### config.mk
export PLATFORM = sky130hd
export DESIGN_NAME = ifu
export DESIGN_NICKNAME = d
export VERILOG_FILES = /design/src/rtl/ifu.sv
export SDC_FILE = /design/constraint.sdc
export NUM_CORES = 1
export LEC_CHECK = 0
export ABC_AREA = 1
export ABC_CLOCK_PERIOD_IN_PS = 2900
export CELL_PAD_IN_SITES_DETAIL_PLACEMENT = 1
export CELL_PAD_IN_SITES_GLOBAL_PLACEMENT = 2
export CORE_UTILIZATION = 23
export DETAILED_ROUTE_END_ITERATION = 10
export GPL_TIMING_DRIVEN = 0
export HOLD_SLACK_MARGIN = 0.1
export PLACE_DENSITY = 0.85
export SLEW_MARGIN = 20
export SYNTH_ARGS = -nofsm -noshare
export SYNTH_HDL_FRONTEND = slang
export SYNTH_SLANG_ARGS = --single-unit
### constraint.sdc
create_clock -name clk -period 2.9 [get_ports clk]
set_input_delay 0.29 -clock clk [delete_from_list [all_inputs] [get_ports clk]]
set_output_delay 0.29 -clock clk [all_outputs]
set_load 0.005 [all_outputs]
### src/rtl/ifu.sv
// Instruction fetch unit: issues one request at a time to instruction memory and holds each
// returned word for decode. Optional build macro IFU_MISALIGN_CHECK_EN: misaligned redirects fault.
module ifu #(
    parameter logic [31:0] RESET_PC = 32'h8000_0000
) (
    input  logic        clk,
    input  logic        rst,
    output logic        imem_req_valid,
    input  logic        imem_req_ready,
    output logic [31:0] imem_req_addr,
    input  logic        imem_rsp_valid,
    input  logic [31:0] imem_rsp_data,
    output logic        inst_valid,
    input  logic        inst_ready,
    output logic [31:0] inst,
    output logic [31:0] pc,
    input  logic        redirect_valid,
    input  logic [31:0] redirect_pc,
    input  logic        halt,
    output logic        fetch_err
);

    typedef enum logic [2:0] {
        S_IDLE,
        S_REQ,
        S_WAIT,
        S_HOLD,
        S_HALTED
    } state_t;

    state_t      state, state_nxt;
    logic [31:0] pc_r, pc_nxt;
    logic [31:0] inst_r, inst_nxt;
    logic        discard, discard_nxt;
    logic        ferr, ferr_nxt;
    logic [31:0] redir_tgt;
    logic        redir_bad;

`ifdef IFU_MISALIGN_CHECK_EN
    assign redir_tgt = redirect_pc;
    assign redir_bad = redirect_valid && (redirect_pc[1:0] != 2'b00);
`else
    logic unused_redir_lsb;
    assign unused_redir_lsb = ^redirect_pc[1:0];
    assign redir_tgt = {redirect_pc[31:2], 2'b00};
    assign redir_bad = 1'b0;
`endif

    always_comb begin
        state_nxt   = state;
        pc_nxt      = pc_r;
        inst_nxt    = inst_r;
        discard_nxt = discard;
        ferr_nxt    = ferr;
        if (state == S_HALTED) begin
            state_nxt = S_HALTED;
        end else if (halt) begin
            // halt wins over everything, but a word consumed this cycle still retires
            state_nxt   = S_HALTED;
            discard_nxt = 1'b0;
            if (state == S_HOLD && inst_ready) pc_nxt = pc_r + 32'd4;
        end else if (redir_bad) begin
            state_nxt   = S_HALTED;
            ferr_nxt    = 1'b1;
            discard_nxt = 1'b0;
        end else begin
            case (state)
                S_IDLE: begin
                    state_nxt = S_REQ;
                    if (redirect_valid) pc_nxt = redir_tgt;
                end
                S_REQ: begin
                    if (redirect_valid) pc_nxt = redir_tgt;
                    if (imem_req_ready) begin
                        state_nxt   = S_WAIT;
                        discard_nxt = redirect_valid;
                    end
                end
                S_WAIT: begin
                    if (redirect_valid) pc_nxt = redir_tgt;
                    if (imem_rsp_valid) begin
                        // a response for a stale address is dropped and the new pc refetched
                        discard_nxt = 1'b0;
                        if (discard || redirect_valid) begin
                            state_nxt = S_REQ;
                        end else begin
                            inst_nxt  = imem_rsp_data;
                            state_nxt = S_HOLD;
                        end
                    end else if (redirect_valid) begin
                        discard_nxt = 1'b1;
                    end
                end
                S_HOLD: begin
                    if (redirect_valid) begin
                        pc_nxt    = redir_tgt;
                        state_nxt = S_REQ;
                    end else if (inst_ready) begin
                        pc_nxt    = pc_r + 32'd4;
                        state_nxt = S_REQ;
                    end
                end
                default: state_nxt = state;
            endcase
        end
    end

    always_ff @(posedge clk) begin
        if (rst) begin
            state   <= S_IDLE;
            pc_r    <= RESET_PC;
            inst_r  <= 32'd0;
            discard <= 1'b0;
            ferr    <= 1'b0;
        end else begin
            state   <= state_nxt;
            pc_r    <= pc_nxt;
            inst_r  <= inst_nxt;
            discard <= discard_nxt;
            ferr    <= ferr_nxt;
        end
    end

    assign imem_req_valid = (state == S_REQ);
    assign imem_req_addr  = pc_r;
    assign inst_valid     = (state == S_HOLD);
    assign inst           = inst_r;
    assign pc             = pc_r;
    assign fetch_err      = ferr;

endmodule

=== Yosys cells after proc, flatten, opt, wreduce, memory -nomap -nowiden ===
Index checks and enable logic that the tools add are counted.
Widths: inputs -> output; s select.

* Input port bits: 71
* Output and inout port bits: 99
* Flip-flop bits (word level): 68
* Logic and storage cells: 57

* Bitwise gates (word level): 3
* Equality and inequality tests: 15
* $add $sub $neg: 1
* Reductions and logical operators: 14
* Muxes and demuxes: 19

{| class="wikitable"
|+ Operators by type and width
! cell !! number
|-
| $mux 32 || 5
|-
| $pmux 32 s2 || 1
|-
| $add 32x3->32 const B || 1
|-
| $mux 3 || 6
|-
| $pmux 3 s4 || 1
|-
| $reduce_and 4->1 || 3
|-
| $reduce_and 5->1 || 2
|-
| $ne 3x1->1 const B || 3
|-
| $ne 4x1->1 const B || 2
|-
| $ne 4x4->1 const B || 2
|-
| $eq 3x2->1 const B || 2
|-
| $reduce_bool 3->1 || 2
|-
| $reduce_bool 6->1 || 1
|-
| $reduce_or 3->1 || 2
|-
| $ne 5x1->1 const B || 1
|-
| $mux 1 || 4
|-
| $ne 2x1->1 const B || 2
|-
| $reduce_bool 4->1 || 1
|-
| $eq 3x1->1 const B || 1
|-
| $eq 3x3->1 const B || 1
|-
| $logic_not 3->1 || 1
|-
| $not 1->1 || 3
|-
| $mux 2 || 1
|-
| $ne 2x2->1 const B || 1
|-
| other kinds (3) || 3
|}

=== Depth between registers and ports, before layout ===
* Depth in word-level cells: 6
* Gate-level depth with buffers: 10
* Gate-level depth less buffers: 10

=== Worst setup path after synthesis ===
No wires, ideal clock.

* Path type: flip-flop to flip-flop
* Start point: reg pc_r[2], in the netlist imem_req_addr[2]
* End point: reg pc_r[28], in the netlist imem_req_addr[28]
* Required time: 2.766 ns
* Path buffers: 0
* Stages on the path, launching flop included: 11
* Path slack: 1.334 ns
* Clock period less this slack: 1.566 ns
* Library setup time: 0.134 ns
* Arrival time: 1.433 ns
* Cell sequence: dfxtp_1 > ha_1 > nand3_2 > nor2_1 > nand2_1 > inv_1 > nand2_1 > nand2_1 > nand3_1 > nand2_1 > a21oi_1

* Word-level cells in the longest chain between the ends: 5
* Elaborated cells between the ends (all ways): 6
* Those cells by class: add/sub: 1; mux: 5

{| class="wikitable"
|+ RTL lines
! element !! RTL line !! text
|-
| start: declaration || 32 || <nowiki>logic [31:0] pc_r, pc_nxt;</nowiki>
|-
| start signal: assignment || 117 || <nowiki>pc_r <= pc_nxt;</nowiki>
|-
| $add 32x3->32 (*) || 61, 99 ||
|-
| $mux 32 || 98 || <nowiki>end else if (inst_ready) begin</nowiki>
|-
| $mux 32 || 95 || <nowiki>if (redirect_valid) begin</nowiki>
|-
| $pmux 32 s2 || 67 || <nowiki>case (state)</nowiki>
|-
| $mux 32 (*) || 57 || <nowiki>end else if (halt) begin</nowiki>
|}

Every way passes the cells marked *; elsewhere a longest branch is shown, timed or not. The select of a mux whose other input is x is not followed.
A chain may end at the register's enable or synchronous reset.

=== Worst setup path after layout ===
Ends and elaborated chain as after synthesis.

==> summary.txt <==
Run status
  • Status: finished, final reports clean

Detailed routing
  • Vias per Instance: 4.45
  • Number of search-and-repair iterations in the first detailed-routing pass: 4
  • Highest routed layer: met4
  • Met2 WL: between 7000 and 8000 um
  • DRC viols: 0
  • Antenna viol nets, final: 0
  • Routed WL: approximately 16000 um
  • Routed wl met3: ~1500 um
  • Routed wirelength normalized by instance count: 15.2 um
  • Total number of vias: between 4k and 5k
  • Met1 routed wirelength after detailed routing: about 6500 um
  • First-iteration detailed-routing DRC count: 180

Die
  • Cell Rows: 47
  • Initial standard-cell utilization of the core: around a quarter
  • Chip width: 134 um
  • Area enclosed by the die boundary: 17900 um^2
  • Floorplan die height: 134 um
  • Placeable core region: 16800 um^2
  • IO Count: between 150 and 200

Yosys
  • Area of the mapped netlist: between 3000 and 4000 um^2
  • Fraction of the yosys area taken by sequential cells: 33.1%
  • Flop and latch count out of synthesis: 66
  • Post-synthesis instance total: approximately 640
  • Yosys warning total: 0
  • Average instance area after synthesis: approximately 6.3 um^2
  • Commonest register cell after synthesis: sky130_fd_sc_hd__dfxtp_1
  • Number of flops mapped to enable cells by yosys: 0
  • Synth unique cells: 35
  • Share of synthesized registers carrying an async set or reset: 0%

Setup path
  • Launching instance or port of the critical path: imem_req_addr[2]
  • Signal arrival time at the worst endpoint: ~2300 ps
  • Maximum cell stage delay along the critical path: ~460 ps
  • Most frequent cell on the critical path: sky130_fd_sc_hd__nand2_1
  • FF-to-FF Start: imem_req_addr[2]
  • Cell Chain, Critical Path: ha_1 > nand3_2 > nor2_1 > nand2_1 > inv_1 > nand2_1 > nand2_1 > nand3_1 > nand2_1 > a21oi_1
  • WP buf/inv: 1
  • Crit end category: register
  • Req. time, crit path: approximately 3100 ps
  • Critical path's top delay family: simple AND/OR/NAND/NOR gates
  • Max stage delay cell, worst path: sky130_fd_sc_hd__dfxtp_1
  • Sort of element at the start of the critical path: register
  • Maximum fanout along the worst path: 7
  • CP Class: register to register

Power
  • LEAKAGE: approximately 2.5 nW
  • Total power divided by cell area: 417 nW/um^2
  • Worst vdd rail ir drop: ~0.00036 V

Place
  • Count of buffers from port buffering: between 150 and 200
  • HPWL after detailed placement: ~12000 um
  • Number of placed instances with taps included: 1021
  • Total cell area at the placement stage: ~6000 um^2
  • Placer's final routability congestion estimate: approximately 0.86

STA
  • Total count of hold-check failures in the final report: 0
  • Setup repair after global routing missed its margin: false
  • Relative slew slack: roughly three fifths
  • Final Slew Violations: 0
  • Highest clock frequency the design can meet: ~480 MHz
  • Final setup viols: 0
  • Tightest Pin Transition: around 620 ps
  • Post-layout min period: just over 2000 ps
  • Setup TNS Final: 0 ps
  • Largest clock skew in the final design: about 5.7 ps
  • Ratio of final minimum period to clock period: between 70 and 80%

Finish
  • Fin nets: slightly below 900
  • Share of final-layout standard cells stronger than drive strength 1: approximately 11%
  • Final design instance area without fill: a little over 6000 um^2
  • Non-filler instance count after layout: roughly 1.0k
  • Layout Area Growth over Synthesis: 55.4%
  • Fillcell total: around 2.1k
  • Number of antenna diodes: 0

Clock tree
  • Number of clock buffers inserted by TritonCTS: 9
  • Post-CTS setup-driven buffer insertion count: 0
  • # clock sinks: 66
  • Register clock-pin slew on the reported worst setup and hold paths: 60 ps
  • Total of cells resized after clock tree synthesis: 0
  • Clock root buffer: sky130_fd_sc_hd__clkbuf_16
  • Clk buf depth: 2
  • Count of hold-fix buffers inserted at cts: 0
  • CTS tree: done
  • H-tree levels: 3
  • Worst-skew pair later-pin latency: 350 ps

GRT
  • Vias in the first global route: ~4.8k
  • Total congestion overflow: 0
  • Largest net degree at the start of global routing: 13
  • GRT Overall Usage: between 10% and 20%
  • Global-route wire length before repair: between 20000 and 30000 um
  • Initial antenna violation count: 0

Run
  • Max cap viols: 0

Hold path
  • HP Class: register to register
  • Source of the worst hold timing path: discard
## logic make-up (layout without fill, tap and decap cells)
| kind of cell | count (synthesis) | in the layout | share of synthesized area (%) |
|---|---|---|---|
| compound gates | 90 | 90 | 12.3 |
| xor+xnor | 2 | 2 | 0.440 |
| fa+ha+maj | 1 | 1 | 0.314 |
| buf+inv | 97 | 275 | 14.3 |
| flops | 66 | 66 | 33.1 |
| other cells | 1 | 5 | 0.0941 |
| simple gates | 378 | 378 | 39.4 |
## power breakdown
group	total, W	switching (W)	leakage (nW)	internal, W
clock network	0.00112	0.000452	0.145	0.000663
logic	0.000471	0.000196	1.79	0.000275
registers	0.000996	0.0000571	0.536	0.000939
total	0.00258	0.000705	2.47	0.00188
## through the flow
step	power (W)	utilization (%)	setup WS [ps]	hold slack [ps]
5_1_grt	0.00270	37.0	549	531
6_report	0.00258	37.0	829	499
2_1_floorplan	0.00121	-	1330	359
4_1_cts	0.00262	37.0	794	503
3_3_place_gp	0.00148	35.2	707	468
3_5_place_dp	0.00149	35.2	668	487
## routing by layer
metal | up-vias | global-route usage, %
li1 | 2323 | -
met1 | 2131 | 20.1
met2 | 141 | 31.8
met3 | 16 | 8.30
met4 | 0 | 4.04
met5 | - | 0
## flip-flops by register name, indices dropped and copies added (netlist names)
register / cells
imem_req_addr: 30
inst: 32
discard: 1
state: 3
## cell usage after synthesis (5+ instances only)
library cell               instances  area (um^2)
sky130_fd_sc_hd__nand2_1         162          608
sky130_fd_sc_hd__nor2_1          160          601
sky130_fd_sc_hd__dfxtp_1          66         1320
sky130_fd_sc_hd__o21ai_0          50          250
sky130_fd_sc_hd__buf_4            38          285
sky130_fd_sc_hd__inv_1            35          131
sky130_fd_sc_hd__nand3_1          35          175
sky130_fd_sc_hd__a21oi_1          27          135
sky130_fd_sc_hd__buf_2             8         40.0
sky130_fd_sc_hd__buf_6             7         78.8
sky130_fd_sc_hd__clkbuf_1          6         22.5
sky130_fd_sc_hd__nor3_1            5         25.0
## worst min-delay path: cells and delay by family (launching register included)
| family | cells | cell delay (ps) |
|---|---|---|
| flip-flops | 1 | 330 |
| AND/OR/NAND/NOR | 2 | 130 |
## layout by cell type, fill, tap and decap left out, types with 3 or more instances in the layout
cell / synthesis / layout
sky130_fd_sc_hd__clkinv_2: 0 / 3
sky130_fd_sc_hd__inv_2: 3 / 3
sky130_fd_sc_hd__buf_2: 8 / 8
sky130_fd_sc_hd__buf_4: 38 / 38
sky130_fd_sc_hd__buf_6: 7 / 7
sky130_fd_sc_hd__nor2_1: 160 / 160
sky130_fd_sc_hd__nand2_1: 162 / 162
sky130_fd_sc_hd__nand3b_1: 3 / 3
sky130_fd_sc_hd__nor3_1: 5 / 5
sky130_fd_sc_hd__a21oi_1: 27 / 27
sky130_fd_sc_hd__conb_1: 1 / 5
sky130_fd_sc_hd__dfxtp_1: 66 / 66
sky130_fd_sc_hd__clkbuf_16: 0 / 9
sky130_fd_sc_hd__clkdlybuf4s50_1: 0 / 162
sky130_fd_sc_hd__clkbuf_1: 6 / 6
sky130_fd_sc_hd__o21ai_1: 3 / 3
sky130_fd_sc_hd__inv_1: 35 / 35
sky130_fd_sc_hd__nand3_1: 35 / 35
sky130_fd_sc_hd__o22ai_1: 3 / 3
sky130_fd_sc_hd__a21oi_2: 3 / 3
sky130_fd_sc_hd__o21ai_0: 50 / 50
## path summary, 6_finish.rpt
kind | to | slack, ps | cells past startpoint
min reg2reg | discard | 500 | 2
max reg2reg | imem_req_addr[28] | 830 | 10
min | discard | 500 | 2
max | imem_req_addr[28] | 830 | 10
## layout make-up
class	count	area, um^2	share of cell area (%)
inverters	38	143	2.30
repair buffers	162	1620	26.2
clock inverters	7	70.1	1.13
well taps	220	275	4.44
clock buffers	9	225	3.64
plain buffers	59	427	6.89
multi-input cells	476	2110	34.1
flip-flops and latches	66	1320	21.3
(Power assumes the default switching activity.)
